<file path="config.mk">
export PLATFORM = sky130hd
export DESIGN_NAME = phase_controller
export DESIGN_NICKNAME = d
export VERILOG_FILES = /design/src/rtl/simple_pkg.sv /design/src/rtl/branch_cond_eval.sv /design/src/rtl/phase_controller.sv
export SDC_FILE = /design/constraint.sdc
export NUM_CORES = 1
export LEC_CHECK = 0
export ABC_AREA = 1
export ABC_CLOCK_PERIOD_IN_PS = 1800
export BUFFER_PORTS_ARGS = -buffer_cell sky130_fd_sc_hd__clkbuf_2
export CAP_MARGIN = 20
export CORE_MARGIN = 1
export CORE_UTILIZATION = 35
export DETAILED_ROUTE_END_ITERATION = 10
export PLACE_DENSITY = 0.69
export RECOVER_POWER = 100
export SLEW_MARGIN = 15
export SYNTH_ARGS = -nofsm -noshare
export SYNTH_HDL_FRONTEND = slang
export SYNTH_SLANG_ARGS = --single-unit
</file>
<file path="constraint.sdc">
create_clock -name clk -period 1.8 [get_ports clk]
set_input_delay 0 -clock clk [delete_from_list [all_inputs] [get_ports clk]]
set_output_delay 0 -clock clk [all_outputs]
set_load 0.005 [all_outputs]
</file>
<file path="src/rtl/simple_pkg.sv">
// rtl/simple_pkg.sv - shared decode constants, state enum and phase encodings for the sequencer
package simple_pkg;

  typedef enum logic [1:0] {
    CLS_LD    = 2'b00,
    CLS_ST    = 2'b01,
    CLS_BR    = 2'b10,
    CLS_ARITH = 2'b11
  } cls_e;

  localparam logic [3:0] OP_ADD = 4'd0;
  localparam logic [3:0] OP_SUB = 4'd1;
  localparam logic [3:0] OP_AND = 4'd2;
  localparam logic [3:0] OP_OR  = 4'd3;
  localparam logic [3:0] OP_XOR = 4'd4;
  localparam logic [3:0] OP_CMP = 4'd5;
  localparam logic [3:0] OP_MOV = 4'd6;
  localparam logic [3:0] OP_SLL = 4'd8;
  localparam logic [3:0] OP_SLR = 4'd9;
  localparam logic [3:0] OP_SRL = 4'd10;
  localparam logic [3:0] OP_SRA = 4'd11;
  localparam logic [3:0] OP_IN  = 4'd12;
  localparam logic [3:0] OP_OUT = 4'd13;
  localparam logic [3:0] OP_HLT = 4'd15;

  // instr[13:11] sub-class inside the 10 class
  localparam logic [2:0] SUB_LI  = 3'b000;
  localparam logic [2:0] SUB_B   = 3'b100;
  localparam logic [2:0] SUB_BCC = 3'b111;

  localparam logic [2:0] COND_BE  = 3'd0;
  localparam logic [2:0] COND_BLT = 3'd1;
  localparam logic [2:0] COND_BLE = 3'd2;
  localparam logic [2:0] COND_BNE = 3'd3;

  typedef enum logic [2:0] {
    ST_IDLE,
    ST_P1,
    ST_P2,
    ST_P3,
    ST_P4,
    ST_P5,
    ST_HALT
  } state_e;

  localparam logic [4:0] PH_NONE = 5'b00000;
  localparam logic [4:0] PH_P1   = 5'b00001;
  localparam logic [4:0] PH_P2   = 5'b00010;
  localparam logic [4:0] PH_P3   = 5'b00100;
  localparam logic [4:0] PH_P4   = 5'b01000;
  localparam logic [4:0] PH_P5   = 5'b10000;

  function automatic logic op_sets_flags(input logic [3:0] op);
    return (op <= OP_MOV) || (op >= OP_SLL && op <= OP_SRA);
  endfunction

  function automatic logic op_writes_reg(input logic [3:0] op);
    return (op <= OP_XOR) || (op == OP_MOV) || (op >= OP_SLL && op <= OP_IN);
  endfunction

endpackage

</file>
<file path="src/rtl/branch_cond_eval.sv">
// rtl/branch_cond_eval.sv - combinational condition-code evaluation against {S,Z,C,V}
module branch_cond_eval
  import simple_pkg::*;
(
  input  logic [2:0] cond,
  input  logic [3:0] flags,
  output logic       taken
);

  logic s, z, v, unused_c;

  assign s        = flags[3];
  assign z        = flags[2];
  assign unused_c = flags[1];
  assign v        = flags[0];

  always_comb begin
    taken = 1'b0;
    case (cond)
      COND_BE:  taken = z;
      COND_BLT: taken = s ^ v;
      COND_BLE: taken = z | (s ^ v);
      COND_BNE: taken = ~z;
      default:  taken = 1'b0;
    endcase
  end

endmodule

</file>
<file path="src/rtl/phase_controller.sv">
// rtl/phase_controller.sv - five-phase instruction sequencer: decode, strobes, flags, branch, run/stop/halt
module phase_controller
  import simple_pkg::*;
#(
  parameter bit RUN_ON_RESET = 1'b0
) (
  input  logic        clk,
  input  logic        rst,
  input  logic        exec_btn,
  input  logic [15:0] instr,
  input  logic        alu_s,
  input  logic        alu_z,
  input  logic        alu_c,
  input  logic        alu_v,
  output logic [4:0]  phase,
  output logic        ir_we,
  output logic        pc_we,
  output logic        pc_sel,
  output logic        operand_we,
  output logic [3:0]  alu_op,
  output logic [3:0]  alu_d,
  output logic        dr_we,
  output logic        mem_re,
  output logic        mem_we,
  output logic        led_we,
  output logic        reg_we,
  output logic [3:0]  flags_q,
  output logic        branch_taken,
  output logic        running,
  output logic        halted
);

  state_e     state_q, state_d;
  logic       running_q, running_d;
  logic       stop_q, stop_d;
  logic       taken_q, taken_d;
  logic       boot_q;
  logic [3:0] flags_d;

  cls_e       cls;
  logic [3:0] op3;
  logic       is_arith, is_ld, is_st, is_li, is_b, is_bcc, is_hlt, is_out;
  logic       flag_we, writes_reg, cond_taken;

  assign cls      = cls_e'(instr[15:14]);
  assign op3      = instr[7:4];
  assign is_arith = (cls == CLS_ARITH);
  assign is_ld    = (cls == CLS_LD);
  assign is_st    = (cls == CLS_ST);
  assign is_li    = (cls == CLS_BR) && (instr[13:11] == SUB_LI);
  assign is_b     = (cls == CLS_BR) && (instr[13:11] == SUB_B);
  assign is_bcc   = (cls == CLS_BR) && (instr[13:11] == SUB_BCC);
  assign is_hlt   = is_arith && (op3 == OP_HLT);
  assign is_out   = is_arith && (op3 == OP_OUT);
  assign flag_we  = is_arith && op_sets_flags(op3);
  assign writes_reg = (is_arith && op_writes_reg(op3)) || is_ld || is_li;

  assign alu_op = is_arith ? op3 : OP_ADD;
  assign alu_d  = instr[3:0];

  // Conditions are judged against the flags left by earlier instructions
  branch_cond_eval u_cond (
    .cond  (instr[10:8]),
    .flags (flags_q),
    .taken (cond_taken)
  );

  assign running      = running_q;
  assign halted       = (state_q == ST_HALT);
  assign branch_taken = taken_q;

  always_ff @(posedge clk) begin
    if (rst) begin
      state_q   <= ST_IDLE;
      running_q <= 1'b0;
      stop_q    <= 1'b0;
      taken_q   <= 1'b0;
      flags_q   <= 4'b0000;
      boot_q    <= 1'b1;
    end else begin
      state_q   <= state_d;
      running_q <= running_d;
      stop_q    <= stop_d;
      taken_q   <= taken_d;
      flags_q   <= flags_d;
      boot_q    <= 1'b0;
    end
  end

  always_comb begin
    state_d    = state_q;
    running_d  = running_q;
    stop_d     = stop_q;
    taken_d    = taken_q;
    flags_d    = flags_q;
    phase      = PH_NONE;
    ir_we      = 1'b0;
    pc_we      = 1'b0;
    pc_sel     = 1'b0;
    operand_we = 1'b0;
    dr_we      = 1'b0;
    mem_re     = 1'b0;
    mem_we     = 1'b0;
    led_we     = 1'b0;
    reg_we     = 1'b0;

    if (exec_btn && state_q != ST_IDLE && state_q != ST_HALT)
      stop_d = 1'b1;

    case (state_q)
      ST_IDLE: begin
        stop_d = 1'b0;
        if (exec_btn || (RUN_ON_RESET && boot_q)) begin
          state_d   = ST_P1;
          running_d = 1'b1;
        end
      end
      ST_P1: begin
        phase   = PH_P1;
        ir_we   = 1'b1;
        pc_we   = 1'b1;
        state_d = ST_P2;
      end
      ST_P2: begin
        phase      = PH_P2;
        operand_we = 1'b1;
        state_d    = ST_P3;
      end
      ST_P3: begin
        phase   = PH_P3;
        dr_we   = 1'b1;
        taken_d = is_b || (is_bcc && cond_taken);
        if (flag_we)
          flags_d = {alu_s, alu_z, alu_c, alu_v};
        if (is_hlt) begin
          state_d   = ST_HALT;
          running_d = 1'b0;
          stop_d    = 1'b0;
        end else begin
          state_d = ST_P4;
        end
      end
      ST_P4: begin
        phase   = PH_P4;
        mem_re  = is_ld;
        mem_we  = is_st;
        led_we  = is_out;
        pc_we   = taken_q;
        pc_sel  = taken_q;
        state_d = ST_P5;
      end
      ST_P5: begin
        phase   = PH_P5;
        reg_we  = writes_reg;
        taken_d = 1'b0;
        if (running_q && !stop_q && !exec_btn) begin
          state_d = ST_P1;
        end else begin
          state_d   = ST_IDLE;
          running_d = 1'b0;
          stop_d    = 1'b0;
        end
      end
      ST_HALT: stop_d = 1'b0;
      default: state_d = ST_IDLE;
    endcase

    // Reset overrides whatever phase the registered state still shows
    if (rst) begin
      phase      = PH_NONE;
      ir_we      = 1'b0;
      pc_we      = 1'b0;
      pc_sel     = 1'b0;
      operand_we = 1'b0;
      dr_we      = 1'b0;
      mem_re     = 1'b0;
      mem_we     = 1'b0;
      led_we     = 1'b0;
      reg_we     = 1'b0;
    end
  end

endmodule

</file>
## Word level (Yosys, flattened, before mapping)

Cells that the tools add are included.

- Bits of input ports: 23
- Register bits: 10

- Equal/unequal tests: 21
- Bitwise gates (word level): 4
- Multiplexer cells: 35
- Magnitude comparators: 5
- Reductions and logical operators: 33

Operators with widths:

| operator | number |
|---|---|
| case mux 5 bit (5 select lines) | 1 |
| 2-to-1 mux 1 bit | 24 |
| case mux 3 bit (7 select lines) | 1 |
| == test 3 bit, second input constant | 5 |
| logical AND 1 bit | 14 |
| == test 3 x 2 -> 1 bit, second input constant | 4 |
| zero test 3 bit | 3 |
| == test 4 bit, second input constant | 2 |
| less-or-equal comparator 4 x 3 -> 1 bit, second input constant | 2 |
| less-or-equal comparator 4 bit, second input constant | 2 |
| == test 3 x 1 -> 1 bit, second input constant | 2 |
| logical OR 1 bit | 6 |
| != test 2 bit, second input constant | 3 |
| case mux 1 bit (3 select lines) | 2 |
| nonzero test 3 bit | 2 |
| 2-to-1 mux 5 bit | 1 |
| == test 2 bit, second input constant | 2 |
| == test 4 x 3 -> 1 bit, second input constant | 1 |
| greater-or-equal comparator 4 bit, second input constant | 1 |
| 2-to-1 mux 4 bit | 1 |
| case mux 1 bit (2 select lines) | 2 |
| case mux 1 bit (4 select lines) | 1 |
| AND reduction 2 bit | 2 |
| AND reduction 4 bit | 1 |
| other kinds (11) | 13 |

## Logic depth before layout (Yosys ltp)

- Depth after elaboration: 8
- Gate-level depth with buffers: 8

## By module

A second synthesis with hierarchy kept.

- Cell total of the unflattened synthesis: 131
- Area total of the unflattened synthesis: 778.2 um^2

Modules (own cells, without submodules):

| module | instances | seq. area each (um^2) | area each (um^2) | cells each |
|---|---|---|---|---|
| phase_controller | 1 | 200.2 | 716.9 | 116 |
| branch_cond_eval | 1 | 0.0 | 61.3 | 15 |

## Worst setup path after synthesis

Ideal clock, no wire load.

- Path kind: register -> register
- Start point: register state_q[1]
- End point: register stop_q
- Data arrival time: 0.981 ns
- Setup slack: 0.703 ns
- Stages on the path, launching flop included: 8
- Clock period less this slack: 1.097 ns
- Required time: 1.684 ns
- Path buffers: 0
- Library setup time: 0.116 ns
- Cells stage by stage: dfxtp_1 > inv_2 > nor2_2 > inv_2 > nor2_4 > nor2_1 > o211ai_1 > inv_1

- Elaborated cells on any way between the ends: 13

RTL lines:

| what | line | RTL |
|---|---|---|
| start: declaration | phase_controller.sv:33 | `state_e state_q, state_d;` |
| start signal: assignment | phase_controller.sv:81 | `state_q <= state_d;` |
| == test 3 bit | - |  |
| named net halted | phase_controller.sv:30 | `output logic halted` |
| OR reduction 2 bit (no source line) | - |  |
| case mux 1 bit (3 select lines) | phase_controller.sv:110 | `case (state_q)` |
| end signal: assignment | phase_controller.sv:83 | `stop_q <= stop_d;` |
| end: declaration | phase_controller.sv:35 | `logic stop_q, stop_d;` |

The timed path passes the listed nets, and every way through them passes these cells.
A chain may end at the register's enable or synchronous reset.

## Worst setup path in the final report

- Start point: register state_q[0]
- End point: output port mem_we

- Cells in the longest elaborated chain, start to end: 3

Ends and longest elaborated chain:

| what | line | RTL |
|---|---|---|
| == test 3 bit | phase_controller.sv:110 |  |
| 2-to-1 mux 1 bit | phase_controller.sv:110 |  |
| 2-to-1 mux 1 bit | phase_controller.sv:169 | `if (rst) begin` |
| end: declaration | phase_controller.sv:24 | `output logic mem_we,` |

Every way passes these cells.

==> flow_metrics.env <==
export IMPL_status="complete, no violations"
export IMPL_vias=946
export IMPL_sequentialPowerShare_pct=38.7
export IMPL_maxCapViolCount=0
export IMPL_grt_overflow_total=0
export IMPL_diodes=0
export IMPL_floorplan_initialDensity_pct=38.24
export IMPL_drc=0
export IMPL_wirelength_mm=2.128
export IMPL_p_clk_share_pct=29.3
export IMPL_async_flop_share_pct=0
export IMPL_placed_area_um2=980.9
export IMPL_r2r_end="flags_q[3]$_SDFFE_PP0P_"
export IMPL_ant_nets=0
export IMPL_clock_sinks=10
export IMPL_final_hold_violation_count=0
export IMPL_path_class="reg2out"
export IMPL_max_slew_margin_pct=79.48
export IMPL_worstSetupStartpointType="register"
export IMPL_utilization_pct=49.32
export IMPL_ys_ff_latch=10
export IMPL_tritoncts_num_buffers=3
export IMPL_power_density_mw_per_mm2=691.1
export IMPL_hold_depth=0
export IMPL_area_growth_pct=28.96
export IMPL_antenna_found_initial=0
export IMPL_drt_pre_antenna_iters=4
export IMPL_wire_per_inst_um=10.91
export IMPL_synthDistinctLibCells=28
export IMPL_synth_nets=148
export IMPL_place_congestion=0.9151
export IMPL_io_pins=52
export IMPL_stdcell_count=195
export IMPL_intPower_w=0.0004504
export IMPL_timing_fmax_mhz=638.8
export IMPL_die_width_um=49
export IMPL_worstHoldStart="instr[1]"
export IMPL_p_switching_w=0.0002388
export IMPL_core_area_mm2=0.002022
export IMPL_slew_violations=0
export IMPL_p_comb_share_pct=32.0
export IMPL_grt_pass1_wl_mm=3.705
export IMPL_fin_crit_ns=1.565
export IMPL_grt_max_degree=13
export IMPL_reg2reg_depth=6
export IMPL_dp_hpwl_mm=1.734
export IMPL_multi_input_area_um2=419.2
export IMPL_drt_initial_drc_count=9
export IMPL_htree_num_levels=1
export IMPL_seq_area_um2=200.2
export IMPL_rr_startpoint="state_q[2]$_SDFFE_PP0P_"
export IMPL_final_cell_area_um2=997.2
export IMPL_cts_resized=0
export IMPL_syn_inst=125
export IMPL_final_common_cell="clkbuf_2"
export IMPL_cts_setup_buffers=0
export IMPL_synthFlopType="dfxtp_1"
export IMPL_cts_path_max_buffers=2
export IMPL_p_leak_nw=0.5048
export IMPL_fin_crit_sh_pct=86.97
export IMPL_min_to="alu_d[1]"
export IMPL_critical_path_required_ns=1.80
export IMPL_syn_area_um2=773.2
export IMPL_r2r_slack_ns=0.34
export IMPL_grt_use_total_pct=19.75
export IMPL_finalSetupTns_ns=0
export IMPL_num_rows=16
export IMPL_holdWs_ns=0.000002292
export IMPL_dp_cells=189
export IMPL_cp_arrival_ns=1.57
export IMPL_worst_ir_drop_vdd_uv=413.8
export IMPL_rsz0062_at_grt="no"
export IMPL_ys_seq_area_share_pct=25.89
export IMPL_crit_fanout=7
export IMPL_switching_share_pct=34.65
export IMPL_worstSkewPairLatency_ns=0.26
export IMPL_design_die_area_mm2=0.002401
export IMPL_yosysWarnings=0
export IMPL_nets=192
export IMPL_io_buffers=43
export IMPL_fillers=217
export IMPL_cp_end_kind="output pin"
export IMPL_avgSynthCellArea_um2=6.186
export IMPL_path_clk_slew_ns=0.07
export IMPL_hp_class="in2out"
export IMPL_cts_root_buf="clkbuf_4"
export IMPL_avgViaCountPerCell=4.851
export IMPL_worst_pin_slew_ns=0.3070
export IMPL_setup_viol=0
export IMPL_first_global_vias=874
export IMPL_layout_common_cells="clkbuf_2 (37), nor2_1 (28), nand2_1 (19)"
export IMPL_drive_above_1_share_pct=27.98
export IMPL_fin_skew_ns=0.001159
export IMPL_die_y_um=49
export IMPL_tritoncts="built"
export IMPL_synth_edff_count=0
-- timing repair --
item                       in CTS  in global routing
setup endpoints to repair       0                  0
hold buffers                    2                  0
hold endpoints to repair        2                  0
-- final cells by class --
cell class	count	share of cell area, %
tap	27	3.388
inverter	21	8.030
sequential	10	20.08
clock buffer	4	3.639
timing repair buffer	45	22.84
multi-input combinational	88	42.03
-- critical path, cell delays in order (launching register included) --
cell      delay, ns
dfxtp_1        0.38
nor2_1         0.28
inv_1          0.07
nor2_1         0.15
inv_1          0.12
nor3_1         0.15
clkbuf_2       0.14
-- worst max path at each step --
stage	startpoint	end	slack (ns)	cells past startpoint
after detailed placement	state_q[0]$_SDFFE_PP0P_	flags_q[3]$_SDFFE_PP0P_	0.57	5
final	state_q[0]$_SDFFE_PP0P_	mem_we	0.23	6
after CTS	state_q[0]$_SDFFE_PP0P_	mem_we	0.31	6
after global routing	state_q[0]$_SDFFE_PP0P_	mem_we	0.11	6
after global placement	state_q[2]$_SDFFE_PP0P_	flags_q[1]$_SDFFE_PP0P_	0.60	7
after floorplan	state_q[1]$_SDFFE_PP0P_	stop_q$_SDFF_PP0_	0.70	7
-- registers in the layout (all words and copies together), names as in the netlist --
name,count
branch_taken,1
flags_q,4
running,1
state_q,3
stop_q,1
-- cells by family (layout without fill, tap and decap cells) --
kind of cell | Yosys count | after routing | synth area share [%]
compound gates | 18 | 18 | 13.43
buf+inv | 27 | 70 | 15.69
simple gates | 70 | 70 | 44.99
flops | 10 | 10 | 25.89
-- synth_stat cells (2+ instances only) --
cell type,n,area (µm²)
nor2_1,24,90.09
nand2_1,19,71.32
inv_1,14,52.55
dfxtp_1,10,200.2
nand3_1,10,50.05
nor3_1,6,30.03
buf_4,5,37.54
inv_2,5,18.77
o21ai_1,5,25.02
a21oi_1,4,20.02
nor2_2,3,18.77
o21ai_0,3,15.01
o22ai_1,2,12.51
-- through the flow --
| stage | setup slack (ns) | total power (W) |
|---|---|---|
| after floorplan | 0.7026 | 0.0004368 |
| after global placement | 0.5965 | 0.0004987 |
| after detailed placement | 0.5655 | 0.0005108 |
| after CTS | 0.3129 | 0.0007154 |
| after global routing | 0.1135 | 0.0007348 |
| final | 0.2346 | 0.0006892 |
-- routing by layer --
metal | GRT usage [%] | vias to the layer above | wire length, µm
li1 | - | 485 | -
met5 | 0 | - | 0
met2 | 34.72 | 28 | 1026
met4 | 4.902 | 0 | 4
met1 | 23.02 | 431 | 982
met3 | 6.231 | 2 | 115
-- power by group through the flow --
stage	sequential, W	combinational (W)	clock (W)
after floorplan	0.000274	0.000163	0
after global placement	0.000276	0.000223	0
after detailed placement	0.000279	0.000232	0
after CTS	0.000274	0.000237	0.000205
after global routing	0.000268	0.000253	0.000213
final	0.000267	0.000221	0.000202
Note: power is estimated with default switching activity, not from simulation.
